`config.mk`:
```
export PLATFORM = sky130hd
export DESIGN_NAME = s2a_burst_writer
export DESIGN_NICKNAME = d
export VERILOG_FILES = /design/src/rtl/s2a_burst_writer.sv
export SDC_FILE = /design/constraint.sdc
export NUM_CORES = 2
export LEC_CHECK = 0
export ABC_AREA = 1
export CAP_MARGIN = 20
export CORE_MARGIN = 2
export CORE_UTILIZATION = 34
export DETAILED_ROUTE_END_ITERATION = 7
export PLACE_DENSITY_LB_ADDON = 0.1
export SLEW_MARGIN = 20
export SYNTH_ARGS = -nofsm -noshare
export SYNTH_HDL_FRONTEND = slang
export SYNTH_SLANG_ARGS = --single-unit
```
`constraint.sdc`:
```
create_clock -name AXI_clk -period 8.5 [get_ports AXI_clk]
set_input_delay 1.275 -clock AXI_clk [delete_from_list [all_inputs] [get_ports AXI_clk]]
set_output_delay 1.275 -clock AXI_clk [all_outputs]
set_load 0.05 [all_outputs]
```
`src/rtl/s2a_burst_writer.sv`:
```
// rtl/s2a_burst_writer.sv - stream-to-AXI3 burst writer into a DDR ring buffer
// Samples are buffered in a FWFT FIFO and emitted as fixed-length INCR bursts, one outstanding.
module s2a_burst_writer #(
  parameter int DW        = 32,
  parameter int BURST_LEN = 16,
  parameter int FIFO_AW   = 6,
  parameter int SIZE_W    = 18
) (
  input  logic              AXI_clk,
  input  logic              rst,
  input  logic              sync,
  input  logic [DW-1:0]     Sin,
  input  logic              Ien,
  input  logic [31:0]       ibase,
  input  logic [SIZE_W-1:0] isize,
  output logic [SIZE_W-1:0] iacnt,
  output logic [31:0]       ibcnt,
  output logic [15:0]       ovf_cnt,
  output logic              err,
  output logic [31:0]       AXI_awaddr,
  output logic [3:0]        AXI_awlen,
  output logic [2:0]        AXI_awsize,
  output logic [1:0]        AXI_awburst,
  output logic              AXI_awvalid,
  input  logic              AXI_awready,
  output logic [DW-1:0]     AXI_wdata,
  output logic [DW/8-1:0]   AXI_wstrb,
  output logic              AXI_wlast,
  output logic              AXI_wvalid,
  input  logic              AXI_wready,
  input  logic [1:0]        AXI_bresp,
  input  logic              AXI_bvalid,
  output logic              AXI_bready
);

  localparam int DEPTH = 1 << FIFO_AW;
  localparam int BYTES_PER_BURST = BURST_LEN * DW / 8;
  localparam logic [3:0] LAST_BEAT = 4'(BURST_LEN - 1);
  localparam logic [FIFO_AW:0] CNT_ONE = (FIFO_AW+1)'(1);
  localparam logic [FIFO_AW-1:0] PTR_ONE = FIFO_AW'(1);

  typedef enum logic [1:0] {IDLE, ADDR, DATA, RESP} state_t;

  state_t              state_q;
  logic [DW-1:0]       mem_q [DEPTH];
  logic [FIFO_AW-1:0]  wr_ptr_q, rd_ptr_q;
  logic [FIFO_AW:0]    count_q, count_d;
  logic [SIZE_W-1:0]   iacnt_q;
  logic [SIZE_W:0]     iacnt_inc;
  logic [31:0]         ibcnt_q, awaddr_q;
  logic [15:0]         ovf_q;
  logic [3:0]          beat_q;
  logic                err_q, flush_pend_q;
  logic                awvalid_q, wvalid_q, wlast_q, bready_q;
  logic                flush, full, push, drop, pop;

  // A pending flush only executes once the FSM is back in IDLE.
  assign flush = (state_q == IDLE) && flush_pend_q;
  assign full  = (count_q == (FIFO_AW+1)'(DEPTH));
  assign push  = Ien && !full && !flush;
  assign drop  = Ien && full && !flush;
  assign pop   = (state_q == DATA) && AXI_wready;
  assign iacnt_inc = {1'b0, iacnt_q} + (SIZE_W+1)'(1);

  always_comb begin
    count_d = count_q;
    if (flush) begin
      count_d = '0;
    end else begin
      if (push) count_d = count_d + CNT_ONE;
      if (pop)  count_d = count_d - CNT_ONE;
    end
  end

  always_ff @(posedge AXI_clk) begin
    if (push) mem_q[wr_ptr_q] <= Sin;
  end

  always_ff @(posedge AXI_clk or negedge rst) begin
    if (!rst) begin
      state_q      <= IDLE;
      wr_ptr_q     <= '0;
      rd_ptr_q     <= '0;
      count_q      <= '0;
      iacnt_q      <= '0;
      ibcnt_q      <= '0;
      ovf_q        <= '0;
      err_q        <= 1'b0;
      flush_pend_q <= 1'b0;
      awaddr_q     <= '0;
      awvalid_q    <= 1'b0;
      wvalid_q     <= 1'b0;
      wlast_q      <= 1'b0;
      bready_q     <= 1'b0;
      beat_q       <= '0;
    end else begin
      count_q <= count_d;
      if (flush) begin
        wr_ptr_q <= '0;
        rd_ptr_q <= '0;
      end else begin
        if (push) wr_ptr_q <= wr_ptr_q + PTR_ONE;
        if (pop)  rd_ptr_q <= rd_ptr_q + PTR_ONE;
      end
      if (drop && ovf_q != 16'hFFFF) ovf_q <= ovf_q + 16'd1;
      if (flush) flush_pend_q <= 1'b0;
      if (sync)  flush_pend_q <= 1'b1;

      case (state_q)
        IDLE: begin
          if (flush) begin
            iacnt_q <= '0;
            err_q   <= 1'b0;
          end else if (count_q >= (FIFO_AW+1)'(BURST_LEN) && isize != '0) begin
            awaddr_q  <= ibase + 32'(iacnt_q) * 32'(BYTES_PER_BURST);
            awvalid_q <= 1'b1;
            state_q   <= ADDR;
          end
        end
        ADDR: begin
          if (AXI_awready) begin
            awvalid_q <= 1'b0;
            wvalid_q  <= 1'b1;
            wlast_q   <= (BURST_LEN == 1);
            beat_q    <= '0;
            state_q   <= DATA;
          end
        end
        DATA: begin
          if (AXI_wready) begin
            if (wlast_q) begin
              wvalid_q <= 1'b0;
              wlast_q  <= 1'b0;
              bready_q <= 1'b1;
              state_q  <= RESP;
            end else begin
              beat_q  <= beat_q + 4'd1;
              wlast_q <= ((beat_q + 4'd1) == LAST_BEAT);
            end
          end
        end
        RESP: begin
          if (AXI_bvalid) begin
            bready_q <= 1'b0;
            ibcnt_q  <= ibcnt_q + 32'd1;
            // Using >= lets a shrunken isize pull an out-of-range index back to 0.
            if (!flush_pend_q)
              iacnt_q <= (iacnt_inc >= {1'b0, isize}) ? '0 : iacnt_inc[SIZE_W-1:0];
            err_q   <= err_q | (AXI_bresp != 2'b00);
            state_q <= IDLE;
          end
        end
        default: state_q <= IDLE;
      endcase
    end
  end

  assign iacnt       = iacnt_q;
  assign ibcnt       = ibcnt_q;
  assign ovf_cnt     = ovf_q;
  assign err         = err_q;
  assign AXI_awaddr  = awaddr_q;
  assign AXI_awlen   = LAST_BEAT;
  assign AXI_awsize  = (DW == 64) ? 3'd3 : 3'd2;
  assign AXI_awburst = 2'b01;
  assign AXI_awvalid = awvalid_q;
  assign AXI_wdata   = mem_q[rd_ptr_q];
  assign AXI_wstrb   = '1;
  assign AXI_wlast   = wlast_q;
  assign AXI_wvalid  = wvalid_q;
  assign AXI_bready  = bready_q;

endmodule

```
=== After elaboration in Yosys (flattened, before gate mapping) ===
Memories as Yosys holds them, arrays and structs flattened.
Index checks and enable logic that the tools add are counted.

* Logic and storage cells: 119
* Output and inout bits: 148
* Bits of input ports: 91
* Register bits after elaboration: 129
* Memories kept: 1
* RAM bits: 2048

{| class="wikitable"
|+ Memories
! memory !! depth !! bits a word !! read ports !! clocked after Yosys merged registers in !! wr ports !! RTL line !! source
|-
| mem_q || 64 || 32 || 1 || 0 || 1 || 45 || <nowiki>logic [DW-1:0] mem_q [DEPTH];</nowiki>
|}

* Add/sub/neg operators: 9
* Magnitude comparators: 2
* Bitwise gates (word level): 2
* Multiplexer cells: 45
* Eq/ne operators: 15
* Reduce and logical (&&, ||, !) cells: 30

{| class="wikitable"
|+ Operators with widths
! cell !! number
|-
| 18-bit 2-to-1 mux || 4
|-
| 18-bit one-hot mux with 2 select lines || 1
|-
| 32-bit by 1-bit adder with 32-bit output, second input constant || 1
|-
| 32-bit by 24-bit adder with 32-bit output || 1
|-
| 7-bit 2-to-1 mux || 4
|-
| 6-bit 2-to-1 mux || 4
|-
| 4-bit AND reduction || 5
|-
| 18-bit by 1-bit adder with 19-bit output, second input constant || 1
|-
| 19-bit by 18-bit greater-or-equal comparator with 1-bit output || 1
|-
| 18-bit nonzero test || 1
|-
| 16-bit by 1-bit adder with 16-bit output, second input constant || 1
|-
| 1-bit 2-to-1 mux || 16
|-
| 16-bit != test, second input constant || 1
|-
| 2-bit != test, second input constant || 8
|-
| 2-bit nonzero test || 8
|-
| 6-bit by 1-bit adder with 6-bit output, second input constant || 2
|-
| 2-bit 2-to-1 mux || 6
|-
| 4-bit 2-to-1 mux || 3
|-
| 1-bit one-hot mux with 2 select lines || 5
|-
| 3-bit AND reduction || 3
|-
| 1-bit logical AND || 8
|-
| 2-bit one-hot mux with 4 select lines || 1
|-
| 4-bit one-hot mux with 2 select lines || 1
|-
| 7-bit by 1-bit adder with 7-bit output, second input constant || 1
|-
| other kinds (14) || 16
|}

=== Longest topological paths before layout ===
* Word-level depth: 9
* Gate-level depth with buffers: 19

=== Worst setup path before layout ===
No wires, ideal clock.

* Path type: in2reg
* From: in Ien
* To: mem mem_q[12][0] (enable)
* Stages on the path: 8
* Path buffers: 2
* Required time: 8.079 ns
* Setup time: 0.421 ns
* Arrival time: 3.560 ns
* Slack: 4.519 ns
* Path through: inv_1 -> nor2_2 -> nand2_1 -> buf_6 -> inv_1 -> buf_4 -> nand4_1 -> nor2_1

* Word-level cells in the longest chain between the ends: 4

{| class="wikitable"
|+ Ends and longest elaborated chain
! what !! RTL line !! source
|-
| from (decl) || 13 || <nowiki>input logic Ien,</nowiki>
|-
| 1-bit logical AND (2 in a row) || 60 || <nowiki>assign push = Ien && !full && !flush;</nowiki>
|-
| 1-bit 2-to-1 mux || 76 || <nowiki>if (push) mem_q[wr_ptr_q] <= Sin;</nowiki>
|-
| 1-bit 2-to-1 mux (implied by the code) || 76 ||
|-
| to (decl) || 45 ||
|}

No other way between the ends.

=== Final worst setup path ===
* From: reg rd_ptr_q[1]
* To: out AXI_wdata[2]

* Word-level cells in the longest chain between the ends: 1

{| class="wikitable"
|+ Ends and longest elaborated chain
! what !! RTL line !! source
|-
| from (decl) || 46 || <nowiki>logic [FIFO_AW-1:0] wr_ptr_q, rd_ptr_q;</nowiki>
|-
| from (signal assigned) || 103 || <nowiki>if (pop) rd_ptr_q <= rd_ptr_q + PTR_ONE;</nowiki>
|-
| memory read 64 x 32 bit || - ||
|-
| to (decl) || 26 || <nowiki>output logic [DW-1:0] AXI_wdata,</nowiki>
|}

No other way between the ends.

==> results.md <==
- Status: completed
- Slowest stage cell, crit path: dfrtp_4
- Gate Count Post-Synth: 7424
- Worst skew pair latency: 0.89 ns
- Sw Share: 35.3%
- Root Buffer: clkbuf_16
- Area taken by multi-input logic gates: 0.0224 mm^2
- YS warnings: 0
- LEAKAGE: 34.6 nW
- Vias in the first global route: 57500
- Gr ovfl total: 0
- Clock tree from TritonCTS: yes
- Min cycle time layout: 6.56 ns
- Synth top area cells: edfxtp_1 (69%), nor2_1 (6.4%), o21ai_0 (5.5%), dfrtp_1 (3.6%), nand2_1 (2.9%)
- Top cell type by total area after synthesis: edfxtp_1
- Cell Rows: 188
- Final ANT Viol Nets: 0
- Slew margin rel.: 24.1%
- Starting Density: 34.2%
- Crit path kind: reg -> out
- Worst EP required: 7.22 ns
- Max-slew violations: 0
- Final instance area: 0.103 mm^2
- DR iter-0 viols: 5828
- Pin count of the biggest net entering global routing: 162
- Avg WL per Cell: 26.5 um
- Die ar.: 0.268 mm^2
- FF+latch area: 0.0647 mm^2
- Worst Hold Class: in -> async
- Layout Skew: 0.0821 ns
- Syn Area/Cell: 12.1 um^2
- Cell-internal power: 19.9 mW
- Worst-path cell chain: buf_12, buf_4, o21ai_0, o211ai_1, nand3_1, nand3_1, nand3_1, nand2_1, clkdlybuf4s50_1
- IO Port Bufs: 225
- Top cell type's share of synthesized area: 68.7%
- Syn Std Cell Area: 0.0896 mm^2
- Commonest cells in the netlist: edfxtp_1 (2048), nor2_1 (1535), o21ai_0 (984)
- Post-CTS sizing: 0
- Max clock buf depth: 3
- RSZ-0062 raised after global routing: no
- Yosys cell types: 46
- Count leader, synth: edfxtp_1
- Post-synth EDFFs: 2048
- Nature of the critical path endpoint: primary output
- DR vias: 59700
- Worst Path Max Fanout: 101
- Cell family with most CP delay: buffers and inverters
- CP peak stage delay: 0.83 ns
- First-pass GRT wire length: 427000 um
- # H-tree levels: 4
- Final TNS setup: 0 ns
- Flops & latches, synth: 2177
- Main flop type after synthesis: edfxtp_1
- Fill cells: 25000
- Worst path buffer plus inverter count: 3
- Hpwl dp: 167000 um
- GPL Wtd Cong: 0.806
- Top cell by count, worst path: nand3_1
- Routed Wire Length: 300000 um
- Pwr Density: 297 mW/mm^2
- Worst Max-Slew Pin Slew: 1.14 ns
- Seq/Total Area, Yosys: 72.3%
- I/O pins: 239
- Total GRT Usage: 22.0%
- Initial antenna violation count: 12
- Die span in x: 517 um
- Max_cap viols: 0
- Vias/cell: 5.27
- DR pass1 iterations: 6
- Combinational Power Share: 27.7%
- Cts bufs inserted: 236
- CTS hold repair buffers: 0
- Total Nets Final: 7752
- Final hold vios: 0
- Final Setup Violations: 0
- Clk pin slew, worst setup/hold paths: 0.07 ns
- Startpoint type of the worst setup path: flip-flop
- # Post-CTS Setup Buffers: 0
- Sw power: 10.8 mW
- Clock share of power: 32.3%
- Clock net sink count: 2177
- Ys async rst share: 5.93%
- Core Area: 0.262 mm^2
- Dpl cell area: 0.0960 mm^2
- Synth-to-layout area growth: 15.4%
- Peak VDD IR: 245 uV
- Fmax: 153 MHz
- Period utilization: 77.1%
- Share of layout cells above drive strength 1: 7.90%
- Drc violations: 0
- Worst path arrival time: 5.28 ns
- Die height: 517 um
- Sequential Power Share: 40.0%
flip-flops by register name (all words and copies together) (netlist names):
name	count
AXI_awvalid	1
count_q	7
err	1
AXI_wlast	1
beat_q	4
flush_pend_q	1
state_q	2
wr_ptr_q	6
ibcnt	32
rd_ptr_q	6
AXI_awaddr	32
iacnt	18
mem_q	2048
AXI_wvalid	1
AXI_bready	1
ovf_cnt	16
per-layer routing:
metal / wire length [um] / vias to the layer above / share of wire [%] / track usage [%]
met5: 0 / - / 0 / 0
met4: 7180 / 0 / 2.4 / 5.50
met3: 16100 / 319 / 5.4 / 2.78
met2: 141000 / 1762 / 47 / 35.8
met1: 136000 / 30500 / 45 / 31.1
li1: - / 27200 / - / -
placed cells by master (no fill, tap or decap), types with 7 or more instances in the layout:
cell	n
ha_1	50
clkinv_2	35
o22ai_1	166
buf_4	159
bufinv_16	13
conb_1	13
edfxtp_1	2048
nand4_1	39
xor2_1	31
xnor2_1	32
clkbuf_16	239
o21ai_0	984
nand2_1	696
a21oi_1	168
buf_2	26
clkinv_1	56
inv_6	7
dfrtp_1	124
inv_1	187
buf_12	20
clkbuf_1	74
nor3_1	31
nor2_1	1470
o21ai_1	133
or2_2	8
clkdlybuf4s50_1	192
nand3_1	402
nor2_4	68
o211ai_1	261
cell families (layout without fill, tap and decap cells):
kind of cell | after synthesis | after routing | share of synthesized area (%)
other | 2 | 15 | 0.00838
adder cells (fa/ha/maj) | 51 | 51 | 0.721
buffers and inverters | 656 | 1031 | 3.31
flip-flops | 2177 | 2177 | 72.3
AND/OR/NAND/NOR | 2743 | 2743 | 12.4
XOR/XNOR | 63 | 63 | 0.616
AO/OA/AOI/OAI | 1732 | 1732 | 10.7
power groups by stage:
stage,sequential [mW],combinational [mW],clock (mW)
floorplan,12.7,5.01,0
global placement,12.5,8.61,0
detailed placement,12.5,8.61,0
CTS,12.3,8.64,10.1
global route,12.3,9.27,10.5
finish,12.3,8.51,9.91
worst reg2reg max path, cell delays in order, from the launching register on:
cell and delay (ns):
dfrtp_1 0.39, inv_1 0.09, ha_1 0.30, nand2_2 0.36, inv_2 0.21, nor2_2 0.20
nand2_1 0.07, buf_4 0.20, inv_1 0.41, nand2_1 0.72, nor2_4 0.98, buf_4 0.55
through the flow:
| stage | util [%] | instances | power, mW | setup WS [ns] | hold WS [ns] |
|---|---|---|---|---|---|
| after floorplan | - | 7435 | 17.7 | 4.52 | 0.476 |
| after global placement | 36.6 | 10900 | 21.1 | 2.73 | 0.461 |
| after detailed placement | 36.6 | 10900 | 21.1 | 2.76 | 0.465 |
| after CTS | 39.4 | 11300 | 31.0 | 1.82 | 0.362 |
| after global routing | 39.4 | 11300 | 32.1 | 1.70 | 0.395 |
| final | 39.4 | 11300 | 30.7 | 1.94 | 0.392 |
path summary, 6_finish.rpt:
check                           cells past startpoint             end  slack [ns]      startpoint
worst max-delay path                                9    AXI_wdata[2]        1.94     rd_ptr_q[1]
worst min-delay path                                1     ovf_cnt[14]        0.39             rst
worst max register to register                     11    mem_q[31][8]        3.64      state_q[0]
worst min register to register                      2  AXI_awaddr[29]        0.48  AXI_awaddr[29]
max in group asynchronous                           2     rd_ptr_q[2]        6.54             rst
min in group AXI_clk                                2  AXI_awaddr[29]        0.48  AXI_awaddr[29]
final cells by class:
type / instances / share of cell area [%]
sequential: 2177 / 62.7
multi-input combinational: 4602 / 21.7
clock buffer: 317 / 6.11
tap: 3515 / 4.26
timing repair buffer: 398 / 3.54
clock inverter: 121 / 1.02
inverter: 195 / 0.737
antenna: 2 / 0.00484
Power figures use the tool's default switching activity.
